--- src/rtl/dpr_pkg.sv ---
// rtl/dpr_pkg.sv - shared types and constants for the SPI packet receive path
package dpr_pkg;

   typedef enum logic [2:0] {
      RX_IDLE,
      RX_HDR,
      RX_PAYLOAD,
      RX_DRAIN,
      RX_AVAIL
   } rx_state_t;

   localparam int SPI_WORD_BYTES = 4;

   localparam logic [1:0] RX_ERR_NONE    = 2'd0;
   localparam logic [1:0] RX_ERR_LEN     = 2'd1;
   localparam logic [1:0] RX_ERR_OVERRUN = 2'd2;
   localparam logic [1:0] RX_ERR_ABORT   = 2'd3;

endpackage

--- src/rtl/spi_byte_sync.sv ---
// rtl/spi_byte_sync.sv - SPI mode 0 synchronisers, edge detect and MSB-first byte shifter
module spi_byte_sync (
   input  logic       clk,
   input  logic       rst_l,
   input  logic       sclk,
   input  logic       mosi,
   input  logic       ss_n,
   output logic [7:0] rx_byte,
   output logic       byte_valid,
   output logic       frame_start,
   output logic       frame_end,
   output logic       frame_active
);

   logic [1:0] sclk_s;
   logic [1:0] mosi_s;
   logic [1:0] ss_s;
   logic       sclk_d;
   logic       ss_d;
   logic [2:0] bit_cnt;
   logic [6:0] shift;
   logic       sclk_rise;

   assign sclk_rise    = sclk_s[1] & ~sclk_d;
   assign frame_start  = ss_d & ~ss_s[1];
   assign frame_end    = ~ss_d & ss_s[1];
   assign frame_active = ~ss_s[1];

   // ss_n syncs reset high so releasing reset with the host idle is not seen as a frame start
   always_ff @(posedge clk or negedge rst_l) begin
      if (!rst_l) begin
         sclk_s     <= 2'b00;
         mosi_s     <= 2'b00;
         ss_s       <= 2'b11;
         sclk_d     <= 1'b0;
         ss_d       <= 1'b1;
         bit_cnt    <= 3'd0;
         shift      <= 7'd0;
         rx_byte    <= 8'd0;
         byte_valid <= 1'b0;
      end else begin
         sclk_s     <= {sclk_s[0], sclk};
         mosi_s     <= {mosi_s[0], mosi};
         ss_s       <= {ss_s[0], ss_n};
         sclk_d     <= sclk_s[1];
         ss_d       <= ss_s[1];
         byte_valid <= 1'b0;
         if (frame_start) begin
            bit_cnt <= 3'd0;
         end else if (sclk_rise && !ss_s[1]) begin
            if (bit_cnt == 3'd7) begin
               rx_byte    <= {shift, mosi_s[1]};
               byte_valid <= 1'b1;
            end else begin
               shift <= {shift[5:0], mosi_s[1]};
            end
            bit_cnt <= bit_cnt + 3'd1;
         end
      end
   end

endmodule

--- src/rtl/spi_pkt_rx.sv ---
// rtl/spi_pkt_rx.sv - SPI slave packet receiver: length header, payload words to memory, packet handle
module spi_pkt_rx
   import dpr_pkg::*;
#(
   parameter int                ADDR_W    = 26,
   parameter int                DATA_W    = 32,
   parameter logic [ADDR_W-1:0] BUF_BASE  = '0,
   parameter int                MAX_WORDS = 4096
) (
   input  logic              clk,
   input  logic              rst_l,
   input  logic              spi_sclk,
   input  logic              spi_mosi,
   input  logic              spi_ss_n,
   output logic [ADDR_W-1:0] mem_addr,
   output logic [DATA_W-1:0] mem_wdata,
   output logic              mem_we,
   input  logic              mem_ack,
   output logic [ADDR_W-1:0] pkt_region_begin,
   output logic [ADDR_W-1:0] pkt_region_end,
   output logic              pkt_avail,
   input  logic              done,
   output logic              rx_busy,
   output logic              rx_err
);

   localparam int WCNT_W = $clog2(MAX_WORDS + 1);

   rx_state_t         state;
   logic [7:0]        rx_byte;
   logic              byte_valid;
   logic              frame_start;
   logic              frame_end;
   logic              frame_active;
   logic [1:0]        byte_cnt;
   logic [23:0]       word_sr;
   logic [31:0]       word;
   logic              in_frame;
   logic              word_done;
   logic              ack_now;
   logic              hdr_ok;
   logic [WCNT_W-1:0] len;
   logic [WCNT_W-1:0] wcnt;
   logic [WCNT_W-1:0] wtaken;

   spi_byte_sync u_sync (
      .clk          (clk),
      .rst_l        (rst_l),
      .sclk         (spi_sclk),
      .mosi         (spi_mosi),
      .ss_n         (spi_ss_n),
      .rx_byte      (rx_byte),
      .byte_valid   (byte_valid),
      .frame_start  (frame_start),
      .frame_end    (frame_end),
      .frame_active (frame_active)
   );

   // Little-endian assembly: earlier bytes have been shifted down into word_sr
   assign word      = {rx_byte, word_sr};
   assign in_frame  = (state == RX_HDR) || (state == RX_PAYLOAD);
   assign word_done = byte_valid && in_frame && (byte_cnt == 2'(SPI_WORD_BYTES - 1));
   assign ack_now   = mem_we && mem_ack;
   assign hdr_ok    = (word != 32'd0) && (word <= 32'(MAX_WORDS));
   assign rx_busy   = (state != RX_IDLE);

   always_ff @(posedge clk or negedge rst_l) begin
      if (!rst_l) begin
         state            <= RX_IDLE;
         byte_cnt         <= 2'd0;
         word_sr          <= 24'd0;
         len              <= '0;
         wcnt             <= '0;
         wtaken           <= '0;
         mem_addr         <= '0;
         mem_wdata        <= '0;
         mem_we           <= 1'b0;
         pkt_avail        <= 1'b0;
         pkt_region_begin <= '0;
         pkt_region_end   <= '0;
         rx_err           <= 1'b0;
      end else begin
         rx_err <= 1'b0;
         // A pending write always completes, whatever state the FSM has moved to
         if (ack_now) mem_we <= 1'b0;
         if (byte_valid && in_frame) begin
            byte_cnt <= byte_cnt + 2'd1;
            word_sr  <= {rx_byte, word_sr[23:8]};
         end
         case (state)
            RX_IDLE: begin
               if (frame_start) begin
                  byte_cnt <= 2'd0;
                  state    <= RX_HDR;
               end
            end
            RX_HDR: begin
               if (frame_end) begin
                  rx_err <= 1'b1;
                  state  <= RX_IDLE;
               end else if (word_done) begin
                  if (hdr_ok) begin
                     len    <= WCNT_W'(word);
                     wcnt   <= '0;
                     wtaken <= '0;
                     state  <= RX_PAYLOAD;
                  end else begin
                     rx_err <= 1'b1;
                     state  <= RX_DRAIN;
                  end
               end
            end
            RX_PAYLOAD: begin
               if (ack_now) wcnt <= wcnt + 1'b1;
               if (ack_now && (wcnt == len - 1'b1)) begin
                  pkt_avail        <= 1'b1;
                  pkt_region_begin <= BUF_BASE;
                  pkt_region_end   <= BUF_BASE + ADDR_W'(len) - 1'b1;
                  state            <= RX_AVAIL;
               end else if (frame_end && (wtaken != len)) begin
                  rx_err <= 1'b1;
                  state  <= RX_IDLE;
               end else if (word_done && (wtaken != len)) begin
                  if (mem_we && !mem_ack) begin
                     rx_err <= 1'b1;
                     state  <= RX_DRAIN;
                  end else begin
                     mem_we    <= 1'b1;
                     mem_addr  <= BUF_BASE + ADDR_W'(wtaken);
                     mem_wdata <= DATA_W'(word);
                     wtaken    <= wtaken + 1'b1;
                  end
               end
            end
            RX_DRAIN: begin
               if (!frame_active) state <= RX_IDLE;
            end
            RX_AVAIL: begin
               if (done) begin
                  pkt_avail <= 1'b0;
                  state     <= RX_IDLE;
               end
            end
            default: state <= RX_IDLE;
         endcase
      end
   end

endmodule

--- config.mk ---
export PLATFORM = sky130hd
export DESIGN_NAME = spi_pkt_rx
export DESIGN_NICKNAME = d
export VERILOG_FILES = /design/src/rtl/dpr_pkg.sv /design/src/rtl/spi_byte_sync.sv /design/src/rtl/spi_pkt_rx.sv
export SDC_FILE = /design/constraint.sdc
export NUM_CORES = 1
export LEC_CHECK = 0
export CORE_UTILIZATION = 54
export DETAILED_ROUTE_END_ITERATION = 8
export GPL_TIMING_DRIVEN = 1
export PLACE_DENSITY = 0.8
export SYNTH_ARGS = -nofsm -noshare
export SYNTH_HDL_FRONTEND = slang
export SYNTH_SLANG_ARGS = --single-unit
--- constraint.sdc ---
create_clock -name clk -period 3.76 [get_ports clk]
set_input_delay 0.752 -clock clk [delete_from_list [all_inputs] [get_ports clk]]
set_output_delay 0.752 -clock clk [all_outputs]
set_load 0.1 [all_outputs]
==> results of run 1 <==
## power breakdown
| part | internal (µW) | switching [µW] |
|---|---|---|
| clock | 1010 | 752 |
| sequential | 1720 | 34.1 |
| combinational | 58.1 | 273 |
## final cells by class
cell class | instances | area, µm² | area share [%]
Sequential cell | 157 | 3930 | 42.3
Multi-Input combinational cell | 495 | 3440 | 37.1
Timing Repair Buffer | 107 | 1040 | 11.2
Clock buffer | 18 | 429 | 4.62
Tap cell | 180 | 225 | 2.42
Clock inverter | 14 | 173 | 1.86
Inverter | 12 | 45.0 | 0.485
## synth_stat cells, types with 2 or more instances
cell	count
dfrtp_1	154
mux2_2	85
nand2_1	60
buf_4	54
nor2_1	33
xnor2_1	30
a21oi_1	28
o21ai_0	28
clkbuf_1	24
nand3_1	17
xor2_1	16
nor3_1	14
buf_2	13
nand4_1	13
inv_1	12
nor4_1	11
and3_1	10
nand2b_1	9
or4_1	9
mux2i_1	8
ha_1	6
o31ai_1	6
nor2b_1	5
or3_1	5
a31oi_1	4
nand3b_1	4
o2111ai_1	4
o211ai_1	4
or2_2	4
a211oi_1	3
and2_1	3
buf_1	3
dfstp_2	3
nor4b_1	3
o21bai_1	3
a2111oi_0	2
a22oi_1	2
o21a_1	2
o31a_1	2
## layer usage
| layer | global-route usage (%) | up-vias | share of wire, % |
|---|---|---|---|
| met2 | 40.8 | 225 | 49 |
| met4 | 11.8 | 0 | 2.5 |
| li1 | - | 2587 | - |
| met5 | 0 | - | 0 |
| met3 | 5.16 | 40 | 5.0 |
| met1 | 35.1 | 2784 | 44 |
## worst min-delay path by stage
| stage | start | end | depth (start not counted) |
|---|---|---|---|
| 6_report | u_sync.ss_s[0] | u_sync.ss_s[1] | 0 |
| 5_1_grt | u_sync.ss_s[0] | u_sync.ss_s[1] | 0 |
| 4_1_cts | u_sync.ss_s[0] | u_sync.ss_s[1] | 0 |
| 3_5_place_dp | u_sync.sclk_s[0] | u_sync.sclk_s[1] | 0 |
| 3_3_place_gp | u_sync.mosi_s[0] | u_sync.mosi_s[1] | 0 |
| 2_1_floorplan | u_sync.mosi_s[0] | u_sync.mosi_s[1] | 0 |
## cells in the final DEF, fill, tap and decap left out, drive strengths merged, types with 5 or more instances in the layout
master / Yosys / routed
inv: 12 / 20
and3: 10 / 10
or3: 5 / 5
or4: 9 / 9
nor2b: 5 / 5
dfrtp: 154 / 154
nand3: 17 / 17
nor2: 33 / 33
mux2i: 8 / 8
o21ai: 28 / 28
conb: 1 / 39
xor2: 16 / 16
nor3: 15 / 15
mux2: 86 / 86
nand2: 60 / 60
nand2b: 9 / 9
o31ai: 6 / 6
xnor2: 30 / 30
nand4: 13 / 13
clkbuf: 24 / 18
a21oi: 28 / 28
buf: 71 / 27
clkdlybuf4s50: 0 / 80
nor4: 11 / 11
ha: 6 / 6
## metrics by stage
step                      setup slack, ns  utilization (%)  total power (µW)
final                               0.444             66.2              3850
after global routing                0.210             66.2              3980
after CTS                           0.451             66.2              3880
after detailed placement            0.229             61.9              2120
after global placement              0.353             61.9              2110
after floorplan                     0.713                -              2080
## sequential cells by signal, summed over array words and instances, names as in the netlist, 7 cells and up
register	count
pkt_region_end	14
u_sync.rx_byte	8
wcnt	13
mem_addr	13
mem_wdata	32
u_sync.shift	7
word_sr	24
len	13
wtaken	13
## cell families (layout without fill, tap and decap cells)
| kind of cell | count (synthesis) | in the layout |
|---|---|---|
| AO/OA/AOI/OAI | 98 | 98 |
| XOR/XNOR | 48 | 48 |
| adder cells (fa/ha/maj) | 6 | 6 |
| buffers and inverters | 107 | 151 |
| flip-flops | 157 | 157 |
| multiplexers | 94 | 94 |
| other | 1 | 39 |
| AND/OR/NAND/NOR | 210 | 210 |
==> metrics.cfg, run 1 <==
[synthesis]
synth_top_family_by_area=simple AND/OR/NAND/NOR gates
synthMuxAreaShare_pct=13.3
ys_types=64
synth_top_area_share_pct=49.1
synth-edff-count=0
ys_seq_area_share_pct=50.1
yosys.area_share.adder_pct=0.956
synth-async-reset-ratio_pct=100
synth_xor_xnor_area_share_pct=5.72
ys_top_cells_by_area=dfrtp_1 (49%), mux2_2 (12%), buf_4 (5.2%)
synth_compound_area_share_pct=7.84
ys_warn_count=0
yosys.area.top_type=dfrtp_1
synth_flop_cell=dfrtp_1
ys_ff_latch=157
syn_area_per_cell_um2=10.9
synthesis.area_um2=7860
yosys.area_share.simple_pct=14.0
synthCells=721

[global_route]
grt_pass1_vias=5681
antenna_found_initial=0
grt-ovfl-total=0
grt_first_pass_wirelength_um=29600
grt_usage_pct=26.1
grt_start_max_net_pins=90

[routing]
dr_total_vias=5636
firstDrtPassIters=5
ant_nets=0
drt-total-wl_um=18000
vias_per_cell=5.73
drc=0
wl_per_cell_um=18.3
drtIter0Drc=463

[critical_path]
cp.arrival_ns=3.67
cp_cell_sequence=or4_1, nor3_2, xnor3_1, nor4b_1, and4_1, buf_12, or4_1, a21oi_1
reg2regPathDepth=8
reg2reg_to=wtaken[7]
crit_buf_inv=1
r2r_slack_ns=0.44
path_class=reg2reg
cp-end-kind=flop
crit_fanout=29
crit_family=simple AND/OR/NAND/NOR gates
critPathMostFrequentCell=or4_1
cp-start-kind=flop
cp.required_ns=4.12
cp.depth=8
slowest_stage=or4_1
crit_path_max_incr_delay_ns=0.77
critPathLaunch=len[3]
critPathCapture=wtaken[7]
reg2reg_from=len[3]

[place]
place_area_um2=8690
place_inst=951
io_buffers=81
dp_hpwl_um=12800
gp_congestion=0.957

[floorplanning]
std_cell_rows=43
die_w_um=123
ios=121
die-height_um=123
die-area_um2=15000
start_util_pct=55.9
core_area_um2=14000

[pwr]
cellPowerDensity_nw_per_um2=414
p_leak_uw=0.00438
peakVddDrop_mv=0.307

[timing]
slew_headroom_pct=32.8
slew_viol_final=0
rsz0062_at_grt=no
max_freq_mhz=302
setup_viol_count_final=0
fin_skew_ns=0.0127
fin_tns_setup_ns=0
whs_ns=0.356
period_share_pct=88.2
tightest_slew_ns=1.00
timing.final.crit_period_ns=3.32
hold_viol=0

[run_status]
outcome=finished clean

[clock_network]
path_clk_slew_ns=0.07
post_cts_buffers=0
h-tree-depth=4
cts_hold_buf=0
cts.sinks=157
cts_resized=0
clockBufferDepth=2
cts_buffers=17
ctsRootBufferMaster=clkbuf_16
cts_tree=built
clock_latency_ns=0.44

[cells_and_area]
syn_to_final_growth_pct=18.3
finalInstanceArea_um2=9290
nets=803
stdcell_count=983
drive_gt1_share_pct=19.6
diodes=0
nFillCells=1068

[hold_path]
hold_class=reg2reg

[flow_run]
maxCapViolations=0

Note: power is estimated with default switching activity, not from simulation.
==> inputs of run 2 (changes only) <==
CORE_UTILIZATION = 55   (was 54)
CTS_BUF_LIST = sky130_fd_sc_hd__clkbuf_4   (was not set)
PLACE_DENSITY = 0.81   (was 0.8)
SKIP_LAST_GASP = 1   (was not set)
==> metrics.cfg, run 2 (synthesis gave the netlist of run 1 again) <==
[run_status]
outcome=finished clean  ; unchanged

[place]
place_inst=956  ; was 951
gp_congestion=0.919  ; was 0.957
dp_hpwl_um=12600  ; was 12800 µm
io_buffers=81  ; unchanged

[cells_and_area]
top_register=mem_wdata  ; unchanged
drive_gt1_share_pct=20.0  ; was 19.6%
reg_top3=mem_wdata: 32 flops, word_sr: 24 flops, pkt_region_end: 14 flops  ; unchanged
stdcell_count=990  ; was 983
largest_reg_flops=32  ; unchanged
nFillCells=1072  ; was 1068
final_cell_mix=dfrtp_1 (154), mux2_2 (85), clkdlybuf4s50_1 (80), nand2_1 (60), conb_1 (39)  ; unchanged
nets=808  ; was 803
mostFrequentLayoutCell=dfrtp_1  ; unchanged
syn_to_final_growth_pct=14.1  ; was 18.3%

[pwr]
peakVddDrop_mv=0.319  ; was 0.307 mV
cellPowerDensity_nw_per_um2=332  ; was 414 nW/µm²
p_leak_uw=0.00424  ; was 0.00438 µW

[critical_path]
cp.required_ns=4.21  ; was 4.12 ns
crit_buf_inv=4  ; was 1
crit_family=simple AND/OR/NAND/NOR gates  ; unchanged
path_class=reg2reg  ; unchanged
cp.arrival_ns=3.84  ; was 3.67 ns
cp_cell_sequence=inv_1, ha_1, or3b_1, buf_4, or3_1, and3_1, nor4b_1, buf_4, nand4_1, nand2b_2, buf_4, mux2_2  ; was or4_1, nor3_2, xnor3_1, nor4b_1, and4_1, buf_12, or4_1, a21oi_1
cp-start-kind=flop  ; unchanged
crit_fanout=15  ; was 29
critPathMostFrequentCell=buf_4  ; was or4_1
slowest_stage=dfrtp_1  ; was or4_1
cp-end-kind=flop  ; unchanged
crit_path_max_incr_delay_ns=0.46  ; was 0.77 ns

[timing]
fin_skew_ns=0.0186  ; was 0.0127 ns
fin_tns_setup_ns=0  ; unchanged
timing.final.crit_period_ns=3.39  ; was 3.32 ns
max_freq_mhz=295  ; was 302 MHz
slew_headroom_pct=33.7  ; was 32.8%
setup_viol_count_final=0  ; unchanged
tightest_slew_ns=0.991  ; was 1.00 ns
rsz0062_at_grt=no  ; unchanged
hold_viol=0  ; unchanged
slew_viol_final=0  ; unchanged
period_share_pct=90.1  ; was 88.2%

[global_route]
antenna_found_initial=2  ; was 0
met1_usage_pct=33.1  ; was 35.1%
grtUsageMet2_pct=41.7  ; was 40.8%
grt-ovfl-total=0  ; unchanged
grtUsageMet3_pct=5.03  ; was 5.16%
grt_start_max_net_pins=103  ; was 90
grt_pass1_vias=5548  ; was 5681
grt_most_used_layer=met2  ; unchanged
grt_usage_pct=25.4  ; was 26.1%
grt_first_pass_wirelength_um=28400  ; was 29600 µm

[routing]
firstDrtPassIters=5  ; unchanged
ant_nets=0  ; unchanged
drtIter0Drc=415  ; was 463
vias_per_cell=5.75  ; was 5.73
drt-total-wl_um=17300  ; was 18000 µm
wl_per_cell_um=17.5  ; was 18.3 µm
dr_total_vias=5695  ; was 5636
drc=0  ; unchanged

[clock_network]
ctsRootBufferMaster=clkbuf_4  ; was clkbuf_16
cts_hold_buf=0  ; unchanged
clockBufferDepth=2  ; unchanged
cts_buffers=17  ; unchanged
h-tree-depth=4  ; unchanged
clock_latency_ns=0.56  ; was 0.44 ns
cts_resized=0  ; unchanged
path_clk_slew_ns=0.14  ; was 0.07 ns
cts_tree=built  ; unchanged
post_cts_buffers=0  ; unchanged
cts.sinks=157  ; unchanged

[floorplanning]
start_util_pct=56.6  ; was 55.9%
ios=121  ; unchanged
std_cell_rows=43  ; unchanged
die_w_um=122  ; was 123 µm
core_area_um2=13900  ; was 14000 µm²
die-height_um=122  ; was 123 µm
die-area_um2=14800  ; was 15000 µm²

[flow_run]
maxCapViolations=0  ; unchanged

[hold_path]
hold_class=in2async  ; was reg2reg

==> run 2: path summary, 6_finish.rpt <==
| path | start | end | slack, ns | cells past startpoint |
|---|---|---|---|---|
| worst max-delay path | len[1] | mem_addr[7] | 0.37 | 12 |
| worst min-delay path | rst_l | mem_addr[12] | 0.28 | 1 |
| worst max register to register | len[1] | mem_addr[7] | 0.37 | 12 |
| worst min register to register | u_sync.sclk_s[0] | u_sync.sclk_s[1] | 0.36 | 0 |
| max in group asynchronous | rst_l | u_sync.ss_d | 2.60 | 2 |
| min in group clk | u_sync.sclk_s[0] | u_sync.sclk_s[1] | 0.36 | 0 |
==> run 2: metrics by stage <==
stage	util (%)	setup WS [ns]	hold slack (ns)	total power [µW]	cell area (µm²)
4_1_cts	64.5	0.368	0.288	3010	8960
6_report	64.6	0.371	0.276	2970	8960
3_3_place_gp	62.8	0.390	0.336	2110	8720
2_1_floorplan	-	0.713	0.331	2080	8000
5_1_grt	64.6	0.171	0.302	3100	8960
3_5_place_dp	62.8	0.240	0.337	2120	8720
==> run 2: layer usage <==
metal  vias to the layer above  routed length [µm]
met2                       212                8560
met1                      2837                7620
met4                         0                 330
li1                       2619                   -
met5                         -                   0
met3                        27                 828
==> run 2: where the power goes <==
group | switching, µW | internal [µW]
Clock | 617 | 269
Combinational | 274 | 57.5
Sequential | 32.8 | 1720
Total | 923 | 2050
==> run 2: final cells by class <==
cell class                      count  area, µm²  share of cell area, %
Sequential cell                   157       3930                   43.9
Multi-Input combinational cell    495       3440                   38.4
Timing Repair Buffer              112       1070                   11.9
Tap cell                          180        225                   2.51
Clock buffer                       17        128                   1.42
Clock inverter                     15        116                   1.30
Inverter                           12       45.0                  0.502
Antenna cell                        2       5.00                 0.0558
